==> src/rtl/top_level_display_if.sv <==
// Board-side signal bundle for top_level_display: switches, button, LEDs and six digits.
// The slave modport is the design's view; the master modport is the board/stimulus view.
interface top_level_display_if;
  logic [9:0] SW;
  logic       button;
  logic [9:0] LEDR;
  logic [7:0] HEX0;
  logic [7:0] HEX1;
  logic [7:0] HEX2;
  logic [7:0] HEX3;
  logic [7:0] HEX4;
  logic [7:0] HEX5;

  modport master (
    output SW, button,
    input  LEDR, HEX0, HEX1, HEX2, HEX3, HEX4, HEX5
  );

  modport slave (
    input  SW, button,
    output LEDR, HEX0, HEX1, HEX2, HEX3, HEX4, HEX5
  );
endinterface

==> src/rtl/top_level_display.sv <==
// Lab top: debounced-load hold register, moving average, voltage/distance scaling
// and a four-mode six-digit seven-segment display.
module top_level_display #(
  parameter int unsigned DEBOUNCE_CYCLES = 5000000,
  parameter int unsigned AVG_DEPTH_LOG2  = 4
) (
  input logic                clk,
  input logic                reset_n,
  top_level_display_if.slave board
);

  localparam int unsigned AvgDepth = 1 << AVG_DEPTH_LOG2;
  localparam int unsigned CntW     = $clog2(DEBOUNCE_CYCLES + 1);
  localparam int unsigned SumW     = 8 + AVG_DEPTH_LOG2;

  logic            sync1_q, sync2_q;
  logic            we_q, we_d;
  logic [CntW-1:0] cnt_q, cnt_d;
  logic [7:0]      reg_q, reg_d;
  logic [7:0]      win_q [AvgDepth];
  logic [7:0]      win_d [AvgDepth];
  logic [SumW-1:0] sum_q, sum_d;

  logic [12:0] avg_out;
  logic [12:0] voltage;
  logic [12:0] distance;
  logic [15:0] digits;
  logic [3:0]  dp;

  function automatic logic [15:0] bin2bcd(input logic [12:0] bin);
    logic [15:0] bcd;
    bcd = '0;
    for (int i = 12; i >= 0; i--) begin
      for (int d = 0; d < 4; d++) begin
        if (bcd[d*4 +: 4] >= 4'd5) bcd[d*4 +: 4] = bcd[d*4 +: 4] + 4'd3;
      end
      bcd = {bcd[14:0], bin[i]};
    end
    return bcd;
  endfunction

  // Active-low segments, bit order gfedcba.
  function automatic logic [6:0] seg7(input logic [3:0] v);
    logic [6:0] s;
    case (v)
      4'h0: s = 7'b1000000;
      4'h1: s = 7'b1111001;
      4'h2: s = 7'b0100100;
      4'h3: s = 7'b0110000;
      4'h4: s = 7'b0011001;
      4'h5: s = 7'b0010010;
      4'h6: s = 7'b0000010;
      4'h7: s = 7'b1111000;
      4'h8: s = 7'b0000000;
      4'h9: s = 7'b0011000;
      4'hA: s = 7'b0001000;
      4'hB: s = 7'b0000011;
      4'hC: s = 7'b1000110;
      4'hD: s = 7'b0100001;
      4'hE: s = 7'b0000110;
      default: s = 7'b0001110;
    endcase
    return s;
  endfunction

  always_ff @(posedge clk or negedge reset_n) begin
    if (!reset_n) begin
      sync1_q <= 1'b0;
      sync2_q <= 1'b0;
      we_q    <= 1'b0;
      cnt_q   <= '0;
      reg_q   <= '0;
      win_q   <= '{default: '0};
      sum_q   <= '0;
    end else begin
      sync1_q <= board.button;
      sync2_q <= sync1_q;
      we_q    <= we_d;
      cnt_q   <= cnt_d;
      reg_q   <= reg_d;
      win_q   <= win_d;
      sum_q   <= sum_d;
    end
  end

  // Count only while the synchronised level differs from the debounced one;
  // any return to the debounced level restarts the count.
  always_comb begin
    cnt_d = '0;
    we_d  = we_q;
    if (sync2_q != we_q) begin
      if (cnt_q == CntW'(DEBOUNCE_CYCLES - 1)) begin
        we_d = sync2_q;
      end else begin
        cnt_d = cnt_q + CntW'(1);
      end
    end
  end

  // Running sum tracks the window contents exactly, both starting from zero.
  always_comb begin
    reg_d    = we_q ? board.SW[7:0] : reg_q;
    win_d[0] = reg_q;
    for (int unsigned i = 1; i < AvgDepth; i++) win_d[i] = win_q[i-1];
    sum_d    = sum_q + SumW'(reg_q) - SumW'(win_q[AvgDepth-1]);
  end

  always_comb begin
    avg_out  = 13'(sum_q >> AVG_DEPTH_LOG2);
    voltage  = 13'((21'(reg_q) * 21'd5000) >> 8);
    distance = 13'd5000 - voltage;
  end

  always_comb begin
    digits = '0;
    dp     = '0;
    unique case (board.SW[9:8])
      2'b00: digits = {8'h00, reg_q};
      2'b01: digits = {3'b000, avg_out};
      2'b10: begin
        digits = bin2bcd(distance);
        dp     = 4'b0100;
      end
      default: begin
        digits = bin2bcd(voltage);
        dp     = 4'b1000;
      end
    endcase
  end

  assign board.LEDR = board.SW;
  assign board.HEX0 = {~dp[0], seg7(digits[3:0])};
  assign board.HEX1 = {~dp[1], seg7(digits[7:4])};
  assign board.HEX2 = {~dp[2], seg7(digits[11:8])};
  assign board.HEX3 = {~dp[3], seg7(digits[15:12])};
  assign board.HEX4 = 8'hFF;
  assign board.HEX5 = 8'hFF;

endmodule

==> src/flat_wrapper.sv <==
// flat-port wrapper written by rule: the top's interface ports become plain ports
module top_level_display_flat 
#(
  parameter int unsigned DEBOUNCE_CYCLES = 5000000,
  parameter int unsigned AVG_DEPTH_LOG2  = 4
)
  (clk, reset_n, board_SW, board_button, board_LEDR, board_HEX0, board_HEX1, board_HEX2, board_HEX3, board_HEX4, board_HEX5);
  top_level_display_if board_i ();
  input logic clk;
  input logic reset_n;
  input wire logic [$bits(board_i.SW)-1:0] board_SW;
  input wire logic [$bits(board_i.button)-1:0] board_button;
  output wire logic [$bits(board_i.LEDR)-1:0] board_LEDR;
  output wire logic [$bits(board_i.HEX0)-1:0] board_HEX0;
  output wire logic [$bits(board_i.HEX1)-1:0] board_HEX1;
  output wire logic [$bits(board_i.HEX2)-1:0] board_HEX2;
  output wire logic [$bits(board_i.HEX3)-1:0] board_HEX3;
  output wire logic [$bits(board_i.HEX4)-1:0] board_HEX4;
  output wire logic [$bits(board_i.HEX5)-1:0] board_HEX5;
  assign board_i.SW = board_SW;
  assign board_i.button = board_button;
  assign board_LEDR = board_i.LEDR;
  assign board_HEX0 = board_i.HEX0;
  assign board_HEX1 = board_i.HEX1;
  assign board_HEX2 = board_i.HEX2;
  assign board_HEX3 = board_i.HEX3;
  assign board_HEX4 = board_i.HEX4;
  assign board_HEX5 = board_i.HEX5;
  top_level_display #(.DEBOUNCE_CYCLES(DEBOUNCE_CYCLES), .AVG_DEPTH_LOG2(AVG_DEPTH_LOG2)) u_core (.clk(clk), .reset_n(reset_n), .board(board_i));
endmodule
==> config.mk <==
export PLATFORM = sky130hd
export DESIGN_NAME = top_level_display_flat
export DESIGN_NICKNAME = d
export VERILOG_FILES = /design/src/rtl/top_level_display_if.sv /design/src/rtl/top_level_display.sv /design/src/flat_wrapper.sv
export SDC_FILE = /design/constraint.sdc
export NUM_CORES = 1
export LEC_CHECK = 0
export CORE_ASPECT_RATIO = 0.9
export CORE_MARGIN = 4
export CORE_UTILIZATION = 35
export DETAILED_ROUTE_END_ITERATION = 8
export GPL_ROUTABILITY_DRIVEN = 0
export PLACE_DENSITY = 0.5
export SKIP_LAST_GASP = 1
export SYNTH_ARGS = -nofsm -noshare
export SYNTH_HDL_FRONTEND = slang
export SYNTH_SLANG_ARGS = --single-unit
==> constraint.sdc <==
create_clock -name clk -period 19.6 [get_ports clk]
set_input_delay 2.94 -clock clk [delete_from_list [all_inputs] [get_ports clk]]
set_output_delay 2.94 -clock clk [all_outputs]
set_load 0.02 [all_outputs]
# ---- After elaboration in Yosys (flattened, before gate mapping)
# Memory sizes are Yosys's and may differ from the RTL's.
# Cells that the tools add are included.
dict set report classes {
  n_addsub 48
  n_mul 1
  order_cmp 44
  eq_ne 4
  muxes 84
  bitwise_logic 4
  n_reduce_logical 4
}
# cell n
set ops {}
lappend ops {{4-bit two-way mux} 78}
lappend ops {{4-bit by 2-bit adder with 4-bit output, second input constant} 36}
lappend ops {{4-bit by 3-bit greater-or-equal comparator with 1-bit output, second input constant} 36}
lappend ops {{16-bit one-hot mux with 3 select lines} 1}
lappend ops {{23-bit two-way mux} 2}
lappend ops {{3-bit by 2-bit adder with 4-bit output, second input constant} 6}
lappend ops {{3-bit greater-or-equal comparator, second input constant} 8}
lappend ops {{23-bit by 1-bit adder with 23-bit output, second input constant} 1}
lappend ops {{23-bit == test, second input constant} 1}
lappend ops {{8-bit by 10-bit multiplier with 18-bit output, second input constant} 1}
lappend ops {{13-bit subtractor, first input constant} 1}
lappend ops {{12-bit by 8-bit adder with 12-bit output} 1}
lappend ops {{12-bit by 8-bit subtractor with 12-bit output} 1}
lappend ops {{4-bit one-hot mux with 2 select lines} 1}
lappend ops {{3-bit by 2-bit adder with 3-bit output, second input constant} 2}
lappend ops {{3-bit two-way mux} 2}
lappend ops {{1-bit inverter} 4}
lappend ops {{3-bit OR reduction} 1}
lappend ops {{2-bit by 1-bit == test with 1-bit output, second input constant} 1}
lappend ops {{2-bit == test, second input constant} 1}
lappend ops {{2-bit zero test} 1}
lappend ops {{2-bit AND reduction} 1}
lappend ops {{2-bit OR reduction} 1}
lappend ops {{1-bit inequality test} 1}
dict set report word_totals {
  ff_bits 174
  romBits 448
  input_bits 13
  output_inout_bits 58
  word_cells 215
  mem_count 4
}
# name words word_bits rd rd_clocked_by_memory_dff write_ports line
set memory_table {}
lappend memory_table {{(name not given)} 16 7 1 0 0 top_level_display.sv:45} ;# case (v)
lappend memory_table {{(name not given)} 16 7 1 0 0 top_level_display.sv:45}
lappend memory_table {{(name not given)} 16 7 1 0 0 top_level_display.sv:45}
lappend memory_table {{(name not given)} 16 7 1 0 0 top_level_display.sv:45}

# ---- Logic depth before layout (Yosys ltp)
# An unclocked memory read counts as a cell.
dict set report depth {
  word_depth 33
  depth_mapped 80
  mapped_depth_nobuf 78
}

# ---- Worst setup path after synthesis
# OpenSTA, ideal clock, no wires.
dict set report synth_path {
  kind {register to output}
  from {reg u_core.reg_q[5]}
  to {out board_HEX0[3]}
  arrival_ns 14.918
  required_time_ns 16.660
  setup_slack_ns 1.742
  stages_incl_launch_ff 80
  path_buffers 2
  path_cell_list {dfrtp_1 -> fa_1 -> fa_1 -> ha_1 -> inv_1 -> fa_1 -> inv_1 -> ha_1 -> nand2_1 -> a211oi_4 -> o21ai_1 -> a211o_1 -> buf_2 -> inv_2 -> buf_4 -> ha_1 -> inv_1 -> o31ai_1 -> [44 not listed] -> xnor2_1 -> ha_1 -> inv_1 -> nor2_1 -> o31a_1 -> xnor2_1 -> inv_1 -> ha_1 -> inv_1 -> nor2_1 -> o21a_1 -> xnor2_1 -> mux4_2 -> inv_1 -> ha_1 -> inv_1 -> a211oi_1 -> a311oi_1}
}
dict set report synth_via {
  elab_chain_cells 33
  elab_cells_between_ends 82
  cone_classes {add/sub: 21; mul: 1; order compare: 20; mux: 39; memory: 1}
}
# item line
set synth_rtl {}
lappend synth_rtl {{from (decl)} top_level_display.sv:19} ;# logic [7:0] reg_q, reg_d;
lappend synth_rtl {{from (signal assigned)} top_level_display.sv:80} ;# reg_q <= reg_d;
lappend synth_rtl {{8-bit by 10-bit multiplier with 18-bit output *} top_level_display.sv:110} ;# voltage = 13'((21'(reg_q) * 21'd5000) >> 8);
lappend synth_rtl {{13-bit subtractor} top_level_display.sv:111} ;# distance = 13'd5000 - voltage;
lappend synth_rtl {{3-bit by 2-bit adder with 4-bit output or 3-bit greater-or-equal comparator (tied branches)} top_level_display.sv:35} ;# if (bcd[d*4 +: 4] >= 4'd5) bcd[d*4 +: 4] = bcd[d*4 +: 4] + 4'd3;
lappend synth_rtl {{4-bit two-way mux} top_level_display.sv:35}
lappend synth_rtl {{4-bit two-way mux} top_level_display.sv:117} ;# unique case (board.SW[9:8])
lappend synth_rtl {{4-bit by 2-bit adder with 4-bit output or 4-bit by 3-bit greater-or-equal comparator with 1-bit output (tied branches)} top_level_display.sv:35}
lappend synth_rtl {{4-bit two-way mux} top_level_display.sv:35}
lappend synth_rtl {{4-bit two-way mux} top_level_display.sv:117}
lappend synth_rtl {{[17 not listed]} n/a}
lappend synth_rtl {{4-bit two-way mux} top_level_display.sv:117}
lappend synth_rtl {{4-bit by 2-bit adder with 4-bit output or 4-bit by 3-bit greater-or-equal comparator with 1-bit output (tied branches)} top_level_display.sv:35}
lappend synth_rtl {{4-bit two-way mux} top_level_display.sv:35}
lappend synth_rtl {{4-bit two-way mux} top_level_display.sv:117}
lappend synth_rtl {{4-bit by 3-bit greater-or-equal comparator with 1-bit output or 4-bit by 2-bit adder with 4-bit output (tied branches)} top_level_display.sv:35}
lappend synth_rtl {{4-bit two-way mux} top_level_display.sv:35}
lappend synth_rtl {{16-bit one-hot mux with 3 select lines *} top_level_display.sv:117}
lappend synth_rtl {{memory read 16 x 7 bit *} n/a}
lappend synth_rtl {{to (decl)} flat_wrapper.sv:14} ;# output wire logic [$bits(board_i.HEX0)-1:0] board_HEX0;
# Mark *: on every way between the ends. The rest lies on a longest branch, timed or not. The select of a mux whose other input is x is not followed.

# ---- Final worst setup path
dict set report layout_path {
  from {reg u_core.reg_q[6]}
  to {out board_HEX0[3]}
}
# Same word-level chain as after synthesis.

==> metrics.txt <==
sequential area share after synthesis=between 30% and 40%; relative slew slack=38.0%; Clock transition at path regs=roughly 0.060 ns; Arr. time, crit path=roughly 16 ns; status=complete, no violations; Final Hold Fails=0; prevailing post-synth register cell=dfrtp_1; Synth Instances=1,575; worst-margin pin slew=between 0.9 and 1 ns; total grt overflow=0; Die Wd=between 200 and 250 µm; period utilization=a little over nine tenths; H-tree Lvls=4; antenna viol nets, final=0; pre-CTS setup slack=-0.155 ns; RSZ-0062 raised after global routing=yes; Max VDD drop=0.0484 mV; FFs w/ async S/R, synth=100%; post-synthesis cell area=approximately 0.014 mm²; Seq cells post-synth=174; Power Density=around 44 mW/mm²; final core utilization=between 40% and 50%; Initial Util=between 30% and 40%; Pre-Repair DR Iteration Count=5; CP dominant cell by count=ha_1; total global routing track utilization=between 10 and 15%; clk_lat worst skew=around 0.41 ns; ratio of cells with drive above 1 in the final layout=between 15 and 20%; Crit Path Max Fanout=7; first-pass GRT wire length=between 50,000 and 60,000 µm; Max Freq=~54 MHz; DR WL/cell=roughly 14 µm; Non-Filler Cell Area, Final=between 0.015 and 0.02 mm²; Max-cap violations=0; largest net degree at the start of global routing=98; worst setup margin=roughly 1.0 ns; Ys Warns=0; Buffers on Ports=52; Worst Setup Start Kind=register; dpl cell area=about 0.016 mm²; number of synthesized flops with an enable pin=0; die area=approximately 0.045 mm²; Crit. End Element=output port; total number of vias=between 10,000 and 15,000; hold_buf cts=0; CP max stage delay=0.61 ns; Cell Rows=70; DIE HEIGHT=about 200 µm; fin. max-slew vios=0; initial drt markers=675; static leakage=roughly 7.5 nW; HPWL Detailed=between 20,000 and 30,000 µm; clock skew=0.00739 ns; DRC violations left=0; Clock Sinks=approximately 170; worst hold-check path type=register to register; total power=0.745 mW; syn avg cell area=between 9 and 10 µm²; DRT Wirelength=approximately 32,000 µm; P&R area growth vs syn=17.2%; I/O pin count=around 70; initial antenna violation count=0; Required @ worst endpoint=16.66 ns; Fillers=4,053; Crit-path slowest cell=or4_4; Via density=~5; CP Class=register to output port; distinct cell type count after synthesis=~120; antenna diode count=0; Root Buffer=clkbuf_16; CTS tree=built; vias in the first global route=~11,000; Setup violations, final=0; core footprint=~0.04 mm²; minimum clock period=18.55 ns; Longest Clk Path Bufs=2; final net count=1,882; number of CTS-inserted buffers=17
-- power breakdown --
part           internal (mW)  total [mW]  switching [mW]  leakage, nW
clock network          0.196       0.322           0.125        0.272
registers              0.360       0.361        0.000633         1.67
logic                 0.0249      0.0633          0.0384         5.58
-- layer usage --
layer  vias to the layer above  GRT usage, %  routed length, µm
li1                       5813             -                  -
met1                      5473          21.3              16800
met2                       163          21.8              14300
met3                        13          2.09               1030
met4                         0          1.86                129
met5                         -             0                  0
-- registers in the layout, indices dropped and copies added, names as in the netlist --
| name | count |
|---|---|
| u_core.we_q | 1 |
| u_core.reg_q | 8 |
| u_core.sync2_q | 1 |
| u_core.sync1_q | 1 |
| u_core.cnt_q | 23 |
| u_core.win_d | 120 |
| u_core.win_q | 8 |
| u_core.sum_q | 12 |
-- worst paths after layout --
path | from | endpoint | slack [ns] | cells past startpoint
worst max-delay path | u_core.reg_q[6] | board_HEX0[3] | 1.05 | 76
worst min-delay path | u_core.win_d[115] | u_core.win_d[107] | 0.35 | 0
worst max register to register | u_core.reg_q[1] | u_core.sum_q[11] | 16.08 | 15
worst min register to register | u_core.win_d[115] | u_core.win_d[107] | 0.35 | 0
max in group asynchronous | reset_n | u_core.reg_q[5] | 15.46 | 2
min in group asynchronous | reset_n | u_core.win_d[50] | 2.63 | 1
-- area by class of cell --
cell class / count / area, µm² / share of cell area [%]
well taps: 540 / 676 / 3.99
repair buffers: 136 / 1200 / 7.11
inverters: 172 / 647 / 3.82
clock inverters: 6 / 85.1 / 0.502
multi-input cells: 1192 / 9500 / 56.0
flip-flops and latches: 174 / 4360 / 25.7
clock buffers: 24 / 482 / 2.84
-- timing repair --
action,in CTS,in global routing
gates resized for setup,8,83
pin swaps,2,20
buffers inserted,1,20
setup endpoints to repair,22,28
-- worst max-delay path, delay by kind of cell (launching register included) --
kind / cells / cell delay [ns]
adders and majority gates: 15 / 4.18
xor gates and xnor gates: 7 / 1.41
DFF: 1 / 0.47
muxes: 2 / 0.80
buffers and inverters: 13 / 1.30
and+or+nand+nor: 23 / 4.11
AOI/OAI and AO/OA: 16 / 2.90
-- synth_stat cells, types with 17 or more instances --
| cell type | instances | share of area (%) |
|---|---|---|
| a211oi_1 | 21 | 1.1 |
| a21oi_1 | 78 | 2.7 |
| buf_4 | 29 | 1.5 |
| dfrtp_1 | 174 | 30 |
| fa_1 | 20 | 2.8 |
| ha_1 | 156 | 13 |
| inv_1 | 158 | 4.1 |
| mux2_2 | 23 | 1.8 |
| mux2i_1 | 50 | 3.5 |
| nand2_1 | 94 | 2.4 |
| nand2b_1 | 29 | 1.3 |
| nand3_1 | 31 | 1.1 |
| nor2_1 | 115 | 3.0 |
| nor2b_1 | 21 | 0.91 |
| nor3_1 | 28 | 0.97 |
| o211ai_1 | 17 | 0.88 |
| o21a_1 | 17 | 0.88 |
| o21ai_0 | 69 | 2.4 |
| xnor2_1 | 47 | 2.8 |
| xor2_1 | 27 | 1.6 |
-- per-stage QoR --
step / setup TNS [ns] / hold WS [ns] / cells
floorplan: 0 / 0.331 / 1592
global placement: 0 / 0.332 / 2193
detailed placement: -0.259 / 0.335 / 2193
CTS: 0 / 0.347 / 2224
global route: -0.202 / 0.351 / 2244
finish: 0 / 0.345 / 2244
-- cells in the final DEF, fill, tap and decap left out, drive strengths merged, types with 25 or more instances in the layout --
master and count:
nand2 94, clkbuf 27, clkdlybuf4s50 28, nand2b 29, o21ai 88, a211oi 25
mux2i 52, xor2 27, xnor2 51, buf 86, nand3 31, ha 156
dfrtp 174, nor3 28, inv 167, a21oi 81, nor2 118
-- cells by family after synthesis --
logic type	Yosys count	share of synthesized area, %
adders and majority gates	176	16.3
muxes	78	5.86
other	1	0.0259
DFF	174	30.1
xor gates and xnor gates	78	4.93
and+or+nand+nor	432	15.5
AOI/OAI and AO/OA	410	20.5
buffers and inverters	226	6.77
Note: power is estimated with default switching activity, not from simulation.
